### src/rtl/regfile_mp_sb_if.sv
// Bus bundle between the decode/writeback stages and the register file.
// Handshake: there is no valid/ready pair here. WE_reg and ISS_valid are
// single-cycle strobes that are always accepted on the rising edge. The
// decode stage applies back-pressure to itself by looking at RD_busy and
// any_busy, and stalls while an operand still has a pending writeback.
interface regfile_mp_sb_if #(
   parameter int XLEN = 32,
   parameter int NREG = 32,
   parameter int NRD  = 2,
   parameter int AW   = $clog2(NREG)
);
   logic [NRD*AW-1:0]   RA;
   logic [NRD*XLEN-1:0] RD;
   logic [NRD-1:0]      RD_busy;
   logic                WE_reg;
   logic [AW-1:0]       WA;
   logic [XLEN-1:0]     WD_reg;
   logic                ISS_valid;
   logic [AW-1:0]       ISS_addr;
   logic                flush;
   logic                any_busy;

   // Pipeline side: drives reads, writebacks, issue marks and flush.
   modport master (
      output RA, WE_reg, WA, WD_reg, ISS_valid, ISS_addr, flush,
      input  RD, RD_busy, any_busy
   );

   // Register file side.
   modport slave (
      input  RA, WE_reg, WA, WD_reg, ISS_valid, ISS_addr, flush,
      output RD, RD_busy, any_busy
   );
endinterface

### src/rtl/regfile_mp_sb.sv
// Multi-port register file with an optional write-to-read bypass and a
// per-register busy scoreboard. Reads are combinational. Writes, issue
// marks and flushes take effect on the rising edge.
module regfile_mp_sb #(
   parameter int XLEN     = 32,
   parameter int NREG     = 32,
   parameter int NRD      = 2,
   parameter int BYPASS   = 1,
   parameter int ZERO_REG = 1,
   localparam int AW      = $clog2(NREG)
) (
   input logic            clk,
   input logic            rst,
   regfile_mp_sb_if.slave bus
);

   logic [XLEN-1:0]     mem_q [NREG];
   logic [XLEN-1:0]     mem_d [NREG];
   logic [NREG-1:0]     busy_q;
   logic [NREG-1:0]     busy_d;
   logic                wr_en;
   logic                iss_en;
   logic [NRD*XLEN-1:0] rd_mux;
   logic [NRD-1:0]      rd_busy_mux;
   logic [AW-1:0]       ra;

   // Register 0 swallows writes and issue marks when it is hardwired zero.
   always_comb begin
      wr_en  = bus.WE_reg    && !((ZERO_REG != 0) && (bus.WA == '0));
      iss_en = bus.ISS_valid && !((ZERO_REG != 0) && (bus.ISS_addr == '0));
   end

   // Next state. The order matters: flush clears everything, a writeback
   // then retires its own entry, and a new issue mark is applied last so it
   // wins over both (the new producer supersedes the completing one).
   always_comb begin
      mem_d  = mem_q;
      busy_d = busy_q;
      if (bus.flush) begin
         busy_d = '0;
      end
      if (wr_en) begin
         mem_d[bus.WA]  = bus.WD_reg;
         busy_d[bus.WA] = 1'b0;
      end
      if (iss_en) begin
         busy_d[bus.ISS_addr] = 1'b1;
      end
      if (ZERO_REG != 0) begin
         busy_d[0] = 1'b0;
      end
   end

   // State registers. Reset overrides any write, issue or flush that cycle.
   always_ff @(posedge clk) begin
      if (rst) begin
         for (int i = 0; i < NREG; i++) begin
            mem_q[i] <= '0;
         end
         busy_q <= '0;
      end else begin
         mem_q  <= mem_d;
         busy_q <= busy_d;
      end
   end

   // Read ports. A bypassed read sees the completing write, so it is never
   // busy; register 0 reads as zero and never busy when hardwired.
   always_comb begin
      rd_mux      = '0;
      rd_busy_mux = '0;
      ra          = '0;
      for (int k = 0; k < NRD; k++) begin
         ra                      = bus.RA[k*AW +: AW];
         rd_mux[k*XLEN +: XLEN]  = mem_q[ra];
         rd_busy_mux[k]          = busy_q[ra];
         if ((BYPASS != 0) && wr_en && (bus.WA == ra)) begin
            rd_mux[k*XLEN +: XLEN] = bus.WD_reg;
            rd_busy_mux[k]         = 1'b0;
         end
         if ((ZERO_REG != 0) && (ra == '0)) begin
            rd_mux[k*XLEN +: XLEN] = '0;
            rd_busy_mux[k]         = 1'b0;
         end
      end
   end

   assign bus.RD       = rd_mux;
   assign bus.RD_busy  = rd_busy_mux;
   assign bus.any_busy = |busy_q;

endmodule
### src/flat_wrapper.sv
// flat-port wrapper written by rule: the top's interface ports become plain ports
module regfile_mp_sb_flat 
#(
   parameter int XLEN     = 32,
   parameter int NREG     = 32,
   parameter int NRD      = 2,
   parameter int BYPASS   = 1,
   parameter int ZERO_REG = 1,
   localparam int AW      = $clog2(NREG)
)
  (clk, rst, bus_RA, bus_WE_reg, bus_WA, bus_WD_reg, bus_ISS_valid, bus_ISS_addr, bus_flush, bus_RD, bus_RD_busy, bus_any_busy);
  regfile_mp_sb_if #(.XLEN(XLEN), .NREG(NREG), .NRD(NRD)) bus_i ();
  input logic clk;
  input logic rst;
  input wire logic [$bits(bus_i.RA)-1:0] bus_RA;
  input wire logic [$bits(bus_i.WE_reg)-1:0] bus_WE_reg;
  input wire logic [$bits(bus_i.WA)-1:0] bus_WA;
  input wire logic [$bits(bus_i.WD_reg)-1:0] bus_WD_reg;
  input wire logic [$bits(bus_i.ISS_valid)-1:0] bus_ISS_valid;
  input wire logic [$bits(bus_i.ISS_addr)-1:0] bus_ISS_addr;
  input wire logic [$bits(bus_i.flush)-1:0] bus_flush;
  output wire logic [$bits(bus_i.RD)-1:0] bus_RD;
  output wire logic [$bits(bus_i.RD_busy)-1:0] bus_RD_busy;
  output wire logic [$bits(bus_i.any_busy)-1:0] bus_any_busy;
  assign bus_i.RA = bus_RA;
  assign bus_i.WE_reg = bus_WE_reg;
  assign bus_i.WA = bus_WA;
  assign bus_i.WD_reg = bus_WD_reg;
  assign bus_i.ISS_valid = bus_ISS_valid;
  assign bus_i.ISS_addr = bus_ISS_addr;
  assign bus_i.flush = bus_flush;
  assign bus_RD = bus_i.RD;
  assign bus_RD_busy = bus_i.RD_busy;
  assign bus_any_busy = bus_i.any_busy;
  regfile_mp_sb #(.XLEN(XLEN), .NREG(NREG), .NRD(NRD), .BYPASS(BYPASS), .ZERO_REG(ZERO_REG)) u_core (.clk(clk), .rst(rst), .bus(bus_i));
endmodule
### config.mk
export PLATFORM = sky130hd
export DESIGN_NAME = regfile_mp_sb_flat
export DESIGN_NICKNAME = d
export VERILOG_FILES = /design/src/rtl/regfile_mp_sb_if.sv /design/src/rtl/regfile_mp_sb.sv /design/src/flat_wrapper.sv
export SDC_FILE = /design/constraint.sdc
export NUM_CORES = 2
export LEC_CHECK = 0
export CAP_MARGIN = 20
export CORE_UTILIZATION = 25
export CTS_BUF_LIST = sky130_fd_sc_hd__clkbuf_16
export DETAILED_ROUTE_END_ITERATION = 16
export SETUP_SLACK_MARGIN = 0.05
export SYNTH_ARGS = -nofsm -noshare
export SYNTH_HDL_FRONTEND = slang
export SYNTH_SLANG_ARGS = --single-unit
export TNS_END_PERCENT = 10
### constraint.sdc
create_clock -name clk -period 2.3 [get_ports clk]
set_input_delay 0.345 -clock clk [delete_from_list [all_inputs] [get_ports clk]]
set_output_delay 0.345 -clock clk [all_outputs]
set_load 0.005 [all_outputs]
==> impl_summary.txt <==
----------------------------------------------------
[Global route]
  Global-route wire length before repair ... roughly 360000 µm
  Combined global-route utilization of all metal layers ... about 22%
  Met2 usage in global routing ... 35.4%
  Initial antenna violation count ... 15
  Met3 track demand over resource ... 4.87%
  GR peak layer ... met2
  Via count of the first global-routing pass ... approximately 53000
  Congestion Overflow GR ... 0
  Pin count of the biggest net entering global routing ... 85
  Grt met1 use ... a little over a quarter

[STA]
  Max transition margin ... between 40 and 50%
  Post-Route Hold Slack ... around 0.071 ns
  Post-Route Setup TNS ... -41.02 ns
  Slew of the pin with the lowest slew margin ... approximately 0.77 ns
  Final count of pins violating max slew ... 0
  Hold Vio Cnt, Final ... 0
  Final worst path period share ... 134%
  Achievable frequency ... ~330 MHz
  PnR worst setup slack ... -0.776 ns
  Setup repair after global routing missed its margin ... true
  Minimum clock period after layout ... 3.08 ns
  Number of failing setup endpoints in the final timing report ... between 60 and 70
  Worst clock skew ... 0 ns

[Route]
  Average vias per placed instance ... between 5 and 6
  ANT nets after route ... 0
  First-pass iteration count of the detailed router ... 9
  Final Routed Wirelength ... around 250000 µm
  Vias after detailed routing ... 54400
  First-iteration detailed-routing DRC count ... 7354
  Remaining DRCs ... 0
  Routed wire length per instance ... 25.3 µm

[Setup path]
  Category of cells accounting for the largest share of critical-path delay ... multiplexers
  Origin of the critical flop-to-flop path ... u_core.busy_q[20]$_SDFF_PP0_
  Startpoint class of the critical path ... flip-flop
  Capture point of the critical path ... bus_RD[27]
  Setup CP Type ... flip-flop to output port
  WP data required ... roughly 2.0 ns
  Crit path DAT ... roughly 2.7 ns
  CP max stage delay ... approximately 0.48 ns
  Reg-to-reg endpoint ... u_core.busy_q[20]$_SDFF_PP0_
  Worst reg-to-reg path cell count ... 3
  Number of stages on the worst setup path ... 7
  Critical path buffer and inverter count ... 2
  Type of element capturing the critical path ... output port
  Biggest fanout along the worst timing path ... 3
  Series of cell instances along the critical path ... mux4_2 > mux2i_1 > a211oi_2 > a221oi_1 > buf_4 > o211ai_1 > buf_2
  Cell with the largest stage delay on the worst path ... sky130_fd_sc_hd__mux4_2
  Launching element of the worst setup path ... u_core.mem_q[91]$_SDFFE_PP0P_
  Setup slack of the worst register-to-register path ... 1.47 ns

[Yosys]
  Nets in the synthesized netlist ... around 6200
  Portion of the post-synthesis area used by sequential elements ... between 30% and 40%
  Yosys warnings ... 0
  Number of enable-type register cells in the synthesized netlist ... 0
  Synthesized flop and latch total ... approximately 1100
  Syn_area_per_cell ... ~9 µm²
  Cells after synthesis ... about 6200
  Distinct cells, synth ... 57
  Fraction of synthesis flops using an asynchronous set or reset pin ... 0%
  Synthesized area ... ~0.054 mm²
  Dominant register cell in the synthesized netlist ... sky130_fd_sc_hd__dfxtp_1

[Clock tree]
  Number of sinks on the clock net ... 1055
  Max Root-Sink Buffers ... 3
  Cell chosen for the clock root ... sky130_fd_sc_hd__clkbuf_16
  Total clock buffers created by CTS ... ~110
  Depth of the CTS H-tree ... 3
  Clock transition at the register clock pins on the worst setup and hold paths after CTS ... about 0.060 ns
  Clock tree from TritonCTS ... done
  Skew-Pair Late Insertion Delay ... roughly 0.74 ns
  Hold bufs inserted after CTS ... 0

[Power]
  Pwr Density ... roughly 570 mW/mm²
  Worst ir drop on vdd ... 0.584 mV
  Static leakage power ... between 20 and 30 nW

[Run status]
  Violations in the final reports ... negative setup slack
  Status ... finished, violations left

[Placed design]
  Area after detailed placement ... 0.0687 mm²
  HPWL after DPL ... approximately 170000 µm
  Routability cong. ... 0.950
  Number of buffer cells added on primary ports ... between 100 and 150
  Count of placed standard cells including taps ... 9677

[Finish]
  Most frequent cells in the layout ... 2051 x sky130_fd_sc_hd__nand2_1, 1010 x sky130_fd_sc_hd__a21oi_1, 962 x sky130_fd_sc_hd__dfxtp_1, 947 x sky130_fd_sc_hd__buf_4, 529 x sky130_fd_sc_hd__mux4_2
  Layout area overhead ... 35.3%
  Utilization after layout ... 34.2%
  Most common library cell in the layout ignoring fill and taps ... sky130_fd_sc_hd__nand2_1
  Share of layout cells above drive strength 1 ... about a third
  Multi-input gate area in the final layout ... ~0.032 mm²
  Register area ... 0.0212 mm²
  Number of nets in the layout ... 7016
  Final design instance area without fill ... 0.0737 mm²
  Fill cell instance count of the final layout ... 21600
  Final instance count without filler cells ... around 9900

[Floorplanning]
  Number of rows created at floorplan ... 170
  Die footprint ... around 0.22 mm²
  Die Span Y ... around 470 µm
  Chip width ... between 400 and 500 µm
  Number of ports placed on the die boundary ... 124
  Standard cell core area ... between 0.2 and 0.25 mm²
  Starting utilization of the core area ... 25.3%

[Hold path]
  Worst min-delay path category ... primary input to flip-flop
  Hold path start ... rst

[Job]
  Max-capacitance violation count ... 0

----------------------------------------------------
## cell type report
| type | count | area share (%) |
|---|---|---|
| Antenna cell | 6 | 0.0204 |
| Clock buffer | 112 | 3.80 |
| Clock inverter | 93 | 0.943 |
| Inverter | 2 | 0.0102 |
| Multi-Input combinational cell | 4461 | 43.5 |
| Sequential cell | 1055 | 28.8 |
| Tap cell | 2838 | 4.82 |
| Timing Repair Buffer | 1328 | 18.1 |
## cells in the mapped netlist (5+ instances only)
master                     number  area share, %
sky130_fd_sc_hd__nand2_1     2083             14
sky130_fd_sc_hd__nor2_1       147            1.0
sky130_fd_sc_hd__buf_2        113            1.0
sky130_fd_sc_hd__a21o_1         7          0.096
sky130_fd_sc_hd__clkbuf_1     472            3.3
sky130_fd_sc_hd__clkbuf_2       6          0.055
sky130_fd_sc_hd__mux2_2        30           0.62
sky130_fd_sc_hd__buf_1          9          0.062
sky130_fd_sc_hd__a32o_1        37           0.68
sky130_fd_sc_hd__or2_2          6          0.069
sky130_fd_sc_hd__and2_1         7          0.080
sky130_fd_sc_hd__o21ai_0       26           0.24
sky130_fd_sc_hd__nor2b_1       59           0.68
sky130_fd_sc_hd__dfxtp_1     1055             39
sky130_fd_sc_hd__nor2_2         8          0.092
sky130_fd_sc_hd__nor3_1        49           0.45
sky130_fd_sc_hd__a211o_1       13           0.21
sky130_fd_sc_hd__mux2i_1       78            1.4
sky130_fd_sc_hd__xnor2_1        8           0.13
sky130_fd_sc_hd__buf_4         45           0.62
sky130_fd_sc_hd__nor3b_1       18           0.25
sky130_fd_sc_hd__nor4_1         8          0.092
sky130_fd_sc_hd__a22oi_1       12           0.17
sky130_fd_sc_hd__o21ai_1       13           0.12
sky130_fd_sc_hd__nand2b_1      10           0.11
sky130_fd_sc_hd__a32oi_1       35           0.56
sky130_fd_sc_hd__a21oi_1     1026            9.4
sky130_fd_sc_hd__a221oi_1      14           0.23
sky130_fd_sc_hd__or3_1          5          0.057
sky130_fd_sc_hd__a211oi_1      31           0.43
sky130_fd_sc_hd__o211ai_1      19           0.26
sky130_fd_sc_hd__buf_6         10           0.21
sky130_fd_sc_hd__mux4_2       529             22
sky130_fd_sc_hd__o22ai_1      100            1.1
sky130_fd_sc_hd__nand3_1       34           0.31
## where the power goes
part / internal, mW / leakage [nW] / total [mW] / switching, mW
Sequential: 18.4 / 8.55 / 18.5 / 0.0915
Combinational: 2.34 / 15.6 / 5.63 / 3.29
Clock: 9.82 / 1.80 / 17.9 / 8.09
Total: 30.6 / 25.9 / 42.0 / 11.5
## flip-flops by register name, summed over array words and instances, names as in the netlist
register	count
u_core.busy_q	31
u_core.mem_q	1024
## metrics by stage
stage / total power [mW] / worst slack (ns)
floorplan: 21.2 / 0.0316
detailed placement: 24.2 / -1.29
global placement: 24.2 / -1.33
CTS: 42.0 / -0.774
finish: 42.0 / -0.776
global route: 43.1 / -0.821
## layer usage
| layer | up-vias | wire [µm] |
|---|---|---|
| met4 | 16 | 19400 |
| met1 | 26600 | 89100 |
| met5 | - | 98 |
| li1 | 23300 | - |
| met3 | 941 | 27300 |
| met2 | 3498 | 114000 |
## what timing repair did
action,in CTS,in global routing
buffers inserted,10,1
gates resized for setup,459,118
setup endpoints to repair,67,67
gates cloned,2,0
endpoints found under the hold margin,0,0
pin swaps,81,42
## how the worst min path moves through the flow
stage,slack [ns],cells after the start,endpoint
2_1_floorplan,0.44,2,u_core.mem_q[901]$_SDFFE_PP0P_
3_3_place_gp,0.45,2,u_core.mem_q[762]$_SDFFE_PP0P_
3_5_place_dp,0.46,2,u_core.mem_q[303]$_SDFFE_PP0P_
4_1_cts,0.007,2,u_core.mem_q[549]$_SDFFE_PP0P_
5_1_grt,0.06,2,u_core.mem_q[933]$_SDFFE_PP0P_
6_report,0.07,2,u_core.mem_q[752]$_SDFFE_PP0P_
## worst reg2reg max path, delay by kind of cell (launching register included)
| family | cells | cell delay (ns) |
|---|---|---|
| and+or+nand+nor | 1 | 0.06 |
| AOI/OAI and AO/OA | 1 | 0.18 |
| buffers and inverters | 1 | 0.14 |
| DFF | 1 | 0.34 |
## cells by family (layout without fill, tap and decap cells)
| logic type | after synthesis | in the layout | synth area share (%) |
|---|---|---|---|
| and+or+nand+nor | 2459 | 2459 | 18.0 |
| xor gates and xnor gates | 10 | 10 | 0.161 |
| muxes | 637 | 637 | 23.9 |
| other | 0 | 6 | 0 |
| buffers and inverters | 657 | 1535 | 5.25 |
| DFF | 1055 | 1055 | 38.8 |
| AOI/OAI and AO/OA | 1355 | 1355 | 13.9 |
(Power assumes the default switching activity.)
